$ cat src/rtl/display_driver_if.sv
// Bundle of the value to display and the scanned LED outputs.
// The driver takes the slave view. A bench or upstream block takes the master view.
interface display_driver_if;
    logic [23:0] number;
    logic [7:0]  an;
    logic [6:0]  seg;
    logic        dp;
    logic [23:0] bcd;
    logic        over_range;

    modport master (output number, input an, seg, dp, bcd, over_range);
    modport slave  (input number, output an, seg, dp, bcd, over_range);
endinterface

$ cat src/rtl/display_driver.sv
// Six-digit multiplexed 7-segment driver (HH.MM.SS).
// A free-running double-dabble converter feeds a registered anode/segment scanner.
module display_driver #(
    parameter int REFRESH_COUNT = 100_000,
    parameter bit DP_EN         = 1'b1
) (
    input  logic            clk,
    input  logic            rst_n,
    display_driver_if.slave bus
);
    localparam int CW = (REFRESH_COUNT > 1) ? $clog2(REFRESH_COUNT) : 1;
    localparam logic [CW-1:0] REFRESH_LAST = CW'(REFRESH_COUNT - 1);

    typedef enum logic [1:0] {IDLE, SHIFT, DONE} state_t;

    state_t      state_reg, state_next;
    logic [23:0] latched_reg, latched_next;
    logic [23:0] sreg_reg, sreg_next;
    logic [23:0] acc_reg, acc_next;
    logic [4:0]  bit_cnt_reg, bit_cnt_next;
    logic [23:0] bcd_reg, bcd_next;
    logic        over_reg, over_next;
    logic [23:0] adj;

    logic [CW-1:0] refresh_reg, refresh_next;
    logic [2:0]    scan_reg, scan_next;
    logic [7:0]    an_reg, an_next;
    logic [6:0]    seg_reg, seg_next;
    logic          dp_reg, dp_next;
    logic [3:0]    digit [8];

    genvar gi;
    generate
        for (gi = 0; gi < 6; gi++) begin : g_adj
            assign adj[gi*4 +: 4] = (acc_reg[gi*4 +: 4] >= 4'd5) ?
                                    acc_reg[gi*4 +: 4] + 4'd3 : acc_reg[gi*4 +: 4];
        end
        // Scan positions 6 and 7 map to a blank nibble.
        for (gi = 0; gi < 8; gi++) begin : g_digit
            if (gi < 6) begin : g_live
                assign digit[gi] = bcd_reg[gi*4 +: 4];
            end else begin : g_blank
                assign digit[gi] = 4'hF;
            end
        end
    endgenerate

    function automatic logic [6:0] seg_code(input logic [3:0] d);
        case (d)
            4'd0:    seg_code = 7'b1000000;
            4'd1:    seg_code = 7'b1111001;
            4'd2:    seg_code = 7'b0100100;
            4'd3:    seg_code = 7'b0110000;
            4'd4:    seg_code = 7'b0011001;
            4'd5:    seg_code = 7'b0010010;
            4'd6:    seg_code = 7'b0000010;
            4'd7:    seg_code = 7'b1111000;
            4'd8:    seg_code = 7'b0000000;
            4'd9:    seg_code = 7'b0010000;
            default: seg_code = 7'b1111111;
        endcase
    endfunction

    always_ff @(posedge clk) begin
        if (!rst_n) begin
            state_reg   <= IDLE;
            latched_reg <= '0;
            sreg_reg    <= '0;
            acc_reg     <= '0;
            bit_cnt_reg <= '0;
            bcd_reg     <= '0;
            over_reg    <= 1'b0;
            refresh_reg <= '0;
            scan_reg    <= '0;
            an_reg      <= 8'hFF;
            seg_reg     <= 7'h7F;
            dp_reg      <= 1'b1;
        end else begin
            state_reg   <= state_next;
            latched_reg <= latched_next;
            sreg_reg    <= sreg_next;
            acc_reg     <= acc_next;
            bit_cnt_reg <= bit_cnt_next;
            bcd_reg     <= bcd_next;
            over_reg    <= over_next;
            refresh_reg <= refresh_next;
            scan_reg    <= scan_next;
            an_reg      <= an_next;
            seg_reg     <= seg_next;
            dp_reg      <= dp_next;
        end
    end

    always_comb begin
        state_next   = state_reg;
        latched_next = latched_reg;
        sreg_next    = sreg_reg;
        acc_next     = acc_reg;
        bit_cnt_next = bit_cnt_reg;
        bcd_next     = bcd_reg;
        over_next    = over_reg;
        case (state_reg)
            IDLE: begin
                latched_next = bus.number;
                sreg_next    = bus.number;
                acc_next     = '0;
                bit_cnt_next = '0;
                state_next   = SHIFT;
            end
            SHIFT: begin
                // Carries out of digit 5 are dropped; over_range flags that case.
                acc_next     = {adj[22:0], sreg_reg[23]};
                sreg_next    = {sreg_reg[22:0], 1'b0};
                bit_cnt_next = bit_cnt_reg + 5'd1;
                if (bit_cnt_reg == 5'd23) state_next = DONE;
            end
            DONE: begin
                bcd_next   = acc_reg;
                over_next  = (latched_reg > 24'd999_999);
                state_next = IDLE;
            end
            default: state_next = IDLE;
        endcase
    end

    always_comb begin
        refresh_next = refresh_reg + CW'(1);
        scan_next    = scan_reg;
        if (refresh_reg == REFRESH_LAST) begin
            refresh_next = '0;
            scan_next    = scan_reg + 3'd1;
        end
    end

    always_comb begin
        an_next  = 8'hFF;
        seg_next = 7'h7F;
        dp_next  = 1'b1;
        if (scan_reg < 3'd6) begin
            an_next  = ~(8'b1 << scan_reg);
            seg_next = over_reg ? 7'b0111111 : seg_code(digit[scan_reg]);
            dp_next  = !(DP_EN && (scan_reg == 3'd2 || scan_reg == 3'd4));
        end
    end

    assign bus.an         = an_reg;
    assign bus.seg        = seg_reg;
    assign bus.dp         = dp_reg;
    assign bus.bcd        = bcd_reg;
    assign bus.over_range = over_reg;
endmodule

$ cat src/flat_wrapper.sv
// flat-port wrapper written by rule: the top's interface ports become plain ports
module display_driver_flat 
#(
    parameter int REFRESH_COUNT = 100_000,
    parameter bit DP_EN         = 1'b1
)
  (clk, rst_n, bus_number, bus_an, bus_seg, bus_dp, bus_bcd, bus_over_range);
  display_driver_if bus_i ();
  input  logic clk;
  input  logic rst_n;
  input wire logic [$bits(bus_i.number)-1:0] bus_number;
  output wire logic [$bits(bus_i.an)-1:0] bus_an;
  output wire logic [$bits(bus_i.seg)-1:0] bus_seg;
  output wire logic [$bits(bus_i.dp)-1:0] bus_dp;
  output wire logic [$bits(bus_i.bcd)-1:0] bus_bcd;
  output wire logic [$bits(bus_i.over_range)-1:0] bus_over_range;
  assign bus_i.number = bus_number;
  assign bus_an = bus_i.an;
  assign bus_seg = bus_i.seg;
  assign bus_dp = bus_i.dp;
  assign bus_bcd = bus_i.bcd;
  assign bus_over_range = bus_i.over_range;
  display_driver #(.REFRESH_COUNT(REFRESH_COUNT), .DP_EN(DP_EN)) u_core (.clk(clk), .rst_n(rst_n), .bus(bus_i));
endmodule
$ cat config.mk
export PLATFORM = sky130hd
export DESIGN_NAME = display_driver_flat
export DESIGN_NICKNAME = d
export VERILOG_FILES = /design/src/rtl/display_driver_if.sv /design/src/rtl/display_driver.sv /design/src/flat_wrapper.sv
export SDC_FILE = /design/constraint.sdc
export NUM_CORES = 1
export LEC_CHECK = 0
export CORE_MARGIN = 4
export CORE_UTILIZATION = 40
export CTS_CLUSTER_SIZE = 12
export DETAILED_ROUTE_END_ITERATION = 8
export PLACE_DENSITY = 0.71
export SKIP_CTS_REPAIR_TIMING = 1
export SYNTH_ARGS = -nofsm -noshare
export SYNTH_HDL_FRONTEND = slang
export SYNTH_SLANG_ARGS = --single-unit
export TNS_END_PERCENT = 20
$ cat constraint.sdc
create_clock -name clk -period 2.35 [get_ports clk]
set_input_delay 0.705 -clock clk [delete_from_list [all_inputs] [get_ports clk]]
set_output_delay 0.705 -clock clk [all_outputs]
set_load 0.01 [all_outputs]
# After elaboration in Yosys (flattened, before gate mapping)
# Memories as Yosys holds them, arrays and structs flattened.
# Cells that the tools add are included.
# word_totals
mem_count,1
inputBits,26
output_inout_bits,41
latchBits,0
mem_bits_rw,0
word_cells,66
ff_bits,140
romBits,112
# classes
div_mod_pow,0
multipliers,0
eq_ne,7
reduce_logical,7
shifts,1
addsub,9
magnitude_cmp,9
mux,15
bitwise_logic,4
# memory_table
memory,words,width,read_ports,rd_ports_with_merged_regs,write_ports,line,text
(no name shown),16,7,1,0,0,display_driver.sv:49,case (d)
# op_table
cell,n
$pmux 24 s2,2
$mux 4,7
$ge 4x3->1 const B,6
$gt 24x20->1 const B,1
$add 4x2->4 const B,5
$add 17x1->17 const B,1
$eq 17x17->1 const B,1
$bmux 4 s3,1
$pmux 5 s2,1
$not 8->8,1
$shl 1x3->8 const A,1
$mux 7,1
$add 5x1->5 const B,1
$eq 5x5->1 const B,1
$ge 4x4->1 const B,1
$not 3->4,1
$pmux 2 s2,1
$add 3x1->3 const B,1
$add 3x2->3 const B,1
$eq 3x2->1 const B,1
$eq 3x3->1 const B,1
$lt 3x3->1 const B,1
$mux 3,1
$reduce_or 3->1,1
other kinds (11),12

# Longest topological paths before layout
# Gate-level depths: netlist (run 1).
# An unclocked memory read counts as a cell.
# depth
ltp_word,6
mapped_depth,9
ltp_nobuf,8

# Worst setup path before layout (run 1)
# OpenSTA, ideal clock, no wires.
# synth_timing
path_type,register to register
startpoint,register u_core.scan_reg[1]
endpoint,register u_core.seg_reg[3] (netlist: u_core.bus.seg[3])
stages_incl_launch_ff,9
arrival_ns,1.821
setup_time_ns,0.117
required_time_ns,2.233
setup_slack_ns,0.412
synth_period_minus_slack_ns,1.938
path_buffers,1
cell_sequence,dfxtp_1 > buf_4 > mux2i_1 > a22oi_1 > a21boi_0 > inv_1 > ha_1 > nand2_1 > o22a_1
# synth_between
elab_chain_cells,5
elab_cells_between_ends,8
classes_between,order compare (1); mux (3); bitwise (2); reduce/logical (1); memory (1)
# synth_lines
element,line,text
"start, declared",display_driver.sv:26,"logic [2:0] scan_reg, scan_next;"
"start signal, assigned",display_driver.sv:87,scan_reg <= scan_next;
$not 3->4 (not written as such),display_driver.sv:141,seg_next = over_reg ? 7'b0111111 : seg_code(digit[scan_reg]);
$bmux 4 s3,display_driver.sv:141,
$mux 4 (not written as such) (2 in series),display_driver.sv:141,
$mem_v2 16x7,-,
"end signal, assigned",display_driver.sv:89,seg_reg <= seg_next;
"end, declared",display_driver.sv:28,"logic [6:0] seg_reg, seg_next;"
# Several ways; a longest one is shown, not always the timed one. The select of a mux whose other input is x is not followed.
# A chain may end at the register's enable or synchronous reset.

# Worst setup path after layout (run 1)
# layout_timing
startpoint,register u_core.bcd_reg[9] (netlist: u_core.bus.bcd[9])
endpoint,output port bus_bcd[9]
# layout_lines
element,line,text
"start, declared",display_driver.sv:21,"logic [23:0] bcd_reg, bcd_next;"
"start signal, assigned",display_driver.sv:84,bcd_reg <= bcd_next;
"end, declared",flat_wrapper.sv:15,output wire logic [$bits(bus_i.bcd)-1:0] bus_bcd;
# No word-level cell between the ends.

==> results by group, run 1 <==
Global routing
  • Gr usage total: 0.1600
  • First-pass GRT wire length: 21590 um
  • Initial antenna violation count: 0
  • Grt total ovfl: 0
  • Pin count of the biggest net entering global routing: 45
  • Vias in the first global route: 4457

Power and ir drop
  • Peak VDD IR: 0.0004955 V
  • Sequential share of power: 0.468
  • Switching share of power: 0.2159
  • Power Total: 0.005041 W
  • P_int: 0.003953 W
  • Leak: 2.760 nW
  • Power per cell area: 685.1 nW/um^2
  • P_sw: 0.001088 W
  • Clk pwr share: 0.484
  • Combinational Power Share: 0.048

CTS
  • CTS tree: done
  • H-tree Lvls: 4
  • Clk root buf: clkbuf_16
  • Sink Count: 134
  • Clock buffer depth: 2
  • CTS Buf Count: 17
  • Worst skew pair latency: 0.42 ns
  • Clock slew at reported path FFs: 0.06 ns

Final layout
  • Fillcell total: 1340
  • Finished Layout Cells: 944
  • Layout Utilization: 0.5044
  • Multi-input gate area: 3043 um^2
  • Share of layout cells above drive strength 1: 0.06053
  • Commonest non-fill, non-tap cell in the layout: nand2_1
  • Nets: 799
  • Seq. cell area: 2683 um^2
  • Post-Layout Inst Area: 7358 um^2
  • Ant diodes: 0
  • Layout area overhead: 22.73%
  • Commonest non-fill, non-tap cells in the layout: nand2_1, dfxtp_1, clkdlybuf4s50_1

Worst setup path
  • CP startpoint kind: flip-flop
  • R2r startpoint: u_core.scan_reg[1]$_SDFFE_PN0N_
  • CP max stage delay: 0.59 ns
  • CP endpoint kind: primary output
  • CP top delay family: buffers and inverters
  • CP arrival: 1.41 ns
  • R2R cell count: 8
  • Critical path class: reg2out
  • Terminus of the critical flop-to-flop path: u_core.bus.seg[4]$_SDFF_PP1_
  • Crit-path cells: clkdlybuf4s50_1
  • Max stage delay cell, worst path: clkdlybuf4s50_1
  • Critical Path RT: 1.64 ns
  • Worst-path fanout max: 3
  • Setup slack, reg-to-reg: 0.36 ns
  • Buf+Inv Stages, Crit Path: 1

Place
  • Placed wire-length estimate: 9032 um
  • Port bufs: 66
  • Dpl cells: 913
  • DP Area: 6814 um^2
  • Routability cong.: 0.8593

Drt
  • 1st-pass router iterations: 4
  • Initial DRC count: 374
  • Total number of vias: 4664
  • WL/cell: 13.57 um
  • DRC viols: 0
  • Avg Vias per Cell: 4.941
  • DRT antenna net count: 0
  • WL final: 12810 um

Hold path
  • Worst Hold Launch: u_core.latched_reg[12]$_SDFFE_PN0P_
  • Hold Path Sink: u_core.latched_reg[12]$_SDFFE_PN0P_
  • Hold Crit Depth: 2
  • Hold Path Class: reg2reg

Timing
  • Period minus WS final: 2.118 ns
  • RSZ-0062 raised after global routing: no
  • Final Hold Viols: 0
  • Worst slew pin tran: 0.8001 ns
  • Final period util: 0.9012
  • Slew HR: 0.4653
  • Fmax: 0.4722 GHz
  • Pins Over Slew Limit: 0
  • Setup_tns: 0 ns
  • Final setup vio count: 0
  • Layout Skew: 0.009310 ns

Die
  • Die X: 130.4 um
  • Core area: 14590 um^2
  • # IOs: 67
  • Initial core utilization: 0.4110
  • Die H: 130.4 um
  • Die ar.: 17010 um^2
  • Rows: 44

Yosys
  • Sequential-to-total area share from yosys stat: 0.4474
  • Post-Synth Simple-Gate Area: 0.1928
  • Synth cell types: 40
  • Gate Count Post-Synth: 688
  • Adder-cell area share of the yosys netlist: 0.05217
  • Cell Area, Synth: 5996 um^2
  • Synth Area per Inst: 8.715 um^2
  • Post-synthesis mux area share: 0.06511
  • Synth Flop Type: dfxtp_1
  • Post-synth EDFFs: 0
  • Post-synthesis xor/xnor area fraction: 0.04528
  • Synthesis Warnings: 0
  • Largest family of logic cells by synthesized area: simple AND/OR/NAND/NOR gates
  • Yosys reg bits: 134
  • Synth Net Count: 739
  • Complex-gate fraction of the synthesized area: 0.1521
  • Async S/R FF share, synth: 0

Run status
  • Status: finished clean

Flow run
  • Max Cap Violations: 0
-- kinds of logic after synthesis --
family,after synthesis
and+or+nand+nor,258
AOI/OAI and AO/OA,138
DFF,134
buffers and inverters,63
muxes,39
xor gates and xnor gates,31
adders and majority gates,25
-- final cells by class --
class	count	share of cell area
repair buffers	82	0.1054
clock inverters	8	0.01037
inverters	22	0.01122
multi-input cells	491	0.4135
well taps	184	0.03129
flip-flops and latches	134	0.3646
clock buffers	23	0.06359
-- synth_stat cells, types with 6 or more instances --
library cell / instances / area (um^2)
xnor2_1: 11 / 96.34
nor2b_1: 9 / 56.30
nand2_1: 144 / 540.5
xor2_1: 20 / 175.2
dfxtp_1: 134 / 2683
o22ai_1: 6 / 37.54
buf_2: 6 / 30.03
inv_1: 22 / 82.58
nand2b_1: 8 / 50.05
a32o_1: 6 / 60.06
nand3_1: 13 / 65.06
clkbuf_1: 31 / 116.4
o21ai_0: 39 / 195.2
a21oi_1: 19 / 95.09
nor2_1: 35 / 131.4
mux2i_1: 39 / 390.4
ha_1: 25 / 312.8
and2_1: 30 / 187.7
a21boi_0: 45 / 337.8
o31ai_1: 7 / 52.55
-- how the worst max path moves through the flow --
stage,from,end,slack [ns],cells past startpoint
floorplan,u_core.scan_reg[1]$_SDFFE_PN0N_,u_core.bus.seg[3]$_SDFF_PP1_,0.41,8
global placement,u_core.scan_reg[0]$_SDFFE_PN0N_,u_core.bus.seg[5]$_SDFF_PP1_,0.43,7
detailed placement,u_core.scan_reg[1]$_SDFFE_PN0N_,u_core.bus.seg[5]$_SDFF_PP1_,0.36,6
CTS,u_core.bus.bcd[4]$_SDFFE_PN0N_,bus_bcd[4],0.19,1
global route,u_core.scan_reg[1]$_SDFFE_PN0N_,u_core.bus.seg[4]$_SDFF_PP1_,0.16,8
finish,u_core.bus.bcd[9]$_SDFFE_PN0N_,bus_bcd[9],0.23,1
-- power by group through the flow --
stage | Sequential (W) | Combinational (W) | Clock (W)
floorplan | 0.00240 | 0.000149 | 0
global placement | 0.00241 | 0.000241 | 0
detailed placement | 0.00241 | 0.000242 | 0
CTS | 0.00236 | 0.000244 | 0.00250
global route | 0.00236 | 0.000271 | 0.00260
finish | 0.00236 | 0.000240 | 0.00244
-- routing by layer --
metal	wire, um	up-vias	GRT usage
li1	-	2428	-
met1	6075	2171	0.2018
met2	6181	48	0.2625
met3	382	17	0.04797
met4	174	0	0.05445
met5	0	-	0
-- metrics by stage --
stage	hold WS [ns]	setup slack (ns)
after floorplan	0.4254	0.4124
after global placement	0.4421	0.4254
after detailed placement	0.4533	0.3599
after CTS	0.4652	0.1870
after global routing	0.4884	0.1565
final	0.4622	0.2323
No activity file was read; power rests on OpenSTA's default activity.
==> run 2, diff against run 1 <==
Settings changed: CORE_UTILIZATION 40 to 55, PLACE_DENSITY 0.71 to 0.89.
==> run 2 against run 1 <==
  * Die area shrank 26%
  * Sequential share of layout area grew 0.21 points
  * Count of clock-buffer cells in the layout shrank 5
  * Power grew 4.3%
  * Combinational power is essentially flat
  * Register-to-register slack lost 0.18 ns
  * Cell count shrank 5.4%
  * Sequential power is essentially flat
  * Core utilization grew 20 points
  * Sequential cell count is the same
  * Via count grew 8.7%
  * Wire length grew 12%
  * Critical path type unchanged
==> results by group, run 2 (synthesis gave the netlist of run 1 again) <==
Worst setup path
  • Buf+Inv Stages, Crit Path: 1 (unchanged)
  • Critical Path RT: 1.64 ns (about the same)
  • CP arrival: 1.55 ns (+0.14 ns)
  • CP max stage delay: 0.59 ns (about the same)
  • R2r startpoint: u_core.refresh_reg[6]$_SDFF_PP0_
  • R2R cell count: 5 (-3)
  • CP startpoint kind: flip-flop
  • CP endpoint kind: primary output
  • Max stage delay cell, worst path: clkdlybuf4s50_1
  • Worst path depth: 1 (unchanged)
  • CP startpoint: u_core.bus.bcd[9]$_SDFFE_PN0N_
  • Crit-path cells: clkdlybuf4s50_1
  • Setup slack, reg-to-reg: 0.18 ns (-0.18 ns)
  • Critical path class: reg2out
  • Worst-path fanout max: 3 (unchanged)
  • CP top delay family: buffers and inverters
  • Critical Path End: bus_bcd[9]
  • Terminus of the critical flop-to-flop path: u_core.refresh_reg[6]$_SDFF_PP0_

Hold path
  • Worst Hold Launch: u_core.refresh_reg[0]$_SDFF_PP0_
  • Hold Path Class: reg2reg

CTS
  • Worst skew pair latency: 0.53 ns (+0.11 ns)
  • Clock slew at reported path FFs: 0.06 ns (about the same)
  • CTS tree: done
  • CTS Buf Count: 17 (unchanged)
  • Sink Count: 134 (unchanged)
  • H-tree Lvls: 4 (unchanged)
  • Clk root buf: clkbuf_8
  • Clock buffer depth: 2 (unchanged)

Timing
  • RSZ-0062 raised after global routing: no
  • Slew HR: 0.2112 (-0.2541)
  • Layout Skew: 0.008978 ns (-0.0003323 ns)
  • Setup_tns: 0 ns (unchanged)
  • Fmax: 0.4439 GHz (-6.0%)
  • Worst slew pin tran: 1.179 ns (+0.3787 ns)
  • Final setup vio count: 0 (unchanged)
  • Final Hold Viols: 0 (unchanged)
  • Final period util: 0.9586 (+0.05742)
  • Pins Over Slew Limit: 0 (unchanged)
  • Period minus WS final: 2.253 ns (+0.1349 ns)

Drt
  • Initial DRC count: 392 (+4.8%)
  • WL final: 14290 um (+12%)
  • 1st-pass router iterations: 5 (+1)
  • Total number of vias: 5072 (+8.7%)
  • Avg Vias per Cell: 5.680 (+15%)
  • DRC viols: 0 (unchanged)
  • WL/cell: 16.01 um (+18%)
  • DRT antenna net count: 0 (unchanged)

Die
  • Die X: 112.4 um (-14%)
  • # IOs: 67 (unchanged)
  • Die H: 112.4 um (-14%)
  • Rows: 37 (-16%)
  • Die ar.: 12640 um^2 (-26%)
  • Core area: 10460 um^2 (-28%)
  • Initial core utilization: 0.5731 (+0.1621)

Flow run
  • Max Cap Violations: 0 (unchanged)

Final layout
  • Commonest non-fill, non-tap cell in the layout: nand2_1
  • Layout area overhead: 22.12%
  • Share of layout cells above drive strength 1: 0.06341 (+0.002882)
  • Ant diodes: 0 (unchanged)
  • Fillcell total: 742 (-45%)
  • Commonest non-fill, non-tap cells in the layout: nand2_1, dfxtp_1, clkdlybuf4s50_1
  • Nets: 795 (-0.50%)

Power and ir drop
  • Peak VDD IR: 0.0004397 V (-11%)
  • Power Total: 0.005258 W (+4.3%)
  • Power per cell area: 718.1 nW/um^2 (+4.8%)
  • Leak: 2.770 nW (+0.36%)

Run status
  • Status: finished clean

Place
  • Port bufs: 66 (unchanged)
  • Placed wire-length estimate: 9545 um (+5.7%)
  • Routability cong.: 0.8855 (+3.0%)

Global routing
  • Gr usage total: 0.2351 (+0.07510)
  • Grt total ovfl: 0 (unchanged)
  • First-pass GRT wire length: 24300 um (+13%)
  • Initial antenna violation count: 0 (unchanged)
  • Vias in the first global route: 5148 (+16%)
  • Pin count of the biggest net entering global routing: 48 (+6.7%)
[run 2: cell count changes in the layout (fill, tap and decap cells not counted), sizes merged]
cell	before	now
bufinv	1	3
clkbuf	23	18
inv	22	24
clkinv	4	8
clkinvlp	3	1
buf	17	13
[run 2: cell type report]
cell class,count,area (um^2),share of cell area
clock inverter,14,177.7,0.02427
inverter,22,82.58,0.01128
clock buffer,18,417.9,0.05707
timing repair buffer,78,745.7,0.1018
sequential,134,2685,0.3667
tap,136,170.2,0.02324
multi-input combinational,491,3043,0.4156
[run 2: where the power goes]
group | internal [W] | switching, W
Sequential | 0.00233 | 0.0000316
Clock | 0.00163 | 0.00103
Combinational | 0.000124 | 0.000117
Total | 0.00408 | 0.00118
[run 2: layer usage]
| layer | global-route usage | wire length (um) |
|---|---|---|
| met1 | 0.2806 | 5851 |
| met2 | 0.4100 | 7292 |
| met3 | 0.05229 | 784 |
| met4 | 0.09455 | 364 |
| met5 | 0 | 0 |
[run 2: through the flow]
step | utilization | hold WS, ns | cell area [um^2] | worst slack (ns) | std cells
6_report | 0.6998 | 0.4657 | 7322 | 0.09735 | 893
5_1_grt | 0.6998 | 0.5010 | 7322 | 0.06479 | 893
4_1_cts | 0.6996 | 0.4669 | 7320 | 0.1008 | 893
3_5_place_dp | 0.6427 | 0.4563 | 6724 | 0.1879 | 861
3_3_place_gp | 0.6427 | 0.4362 | 6724 | 0.3287 | 861
2_1_floorplan | - | 0.4254 | 5996 | 0.4124 | 688
[run 2: how the worst min path moves through the flow]
stage	to	slack [ns]	depth (start not counted)
after floorplan	u_core.acc_reg[0]$_SDFFE_PN0P_	0.43	2
after global placement	u_core.refresh_reg[0]$_SDFF_PP0_	0.44	1
after detailed placement	u_core.latched_reg[10]$_SDFFE_PN0P_	0.46	2
after CTS	u_core.latched_reg[10]$_SDFFE_PN0P_	0.47	2
after global routing	u_core.latched_reg[11]$_SDFFE_PN0P_	0.50	2
final	u_core.refresh_reg[0]$_SDFF_PP0_	0.47	1
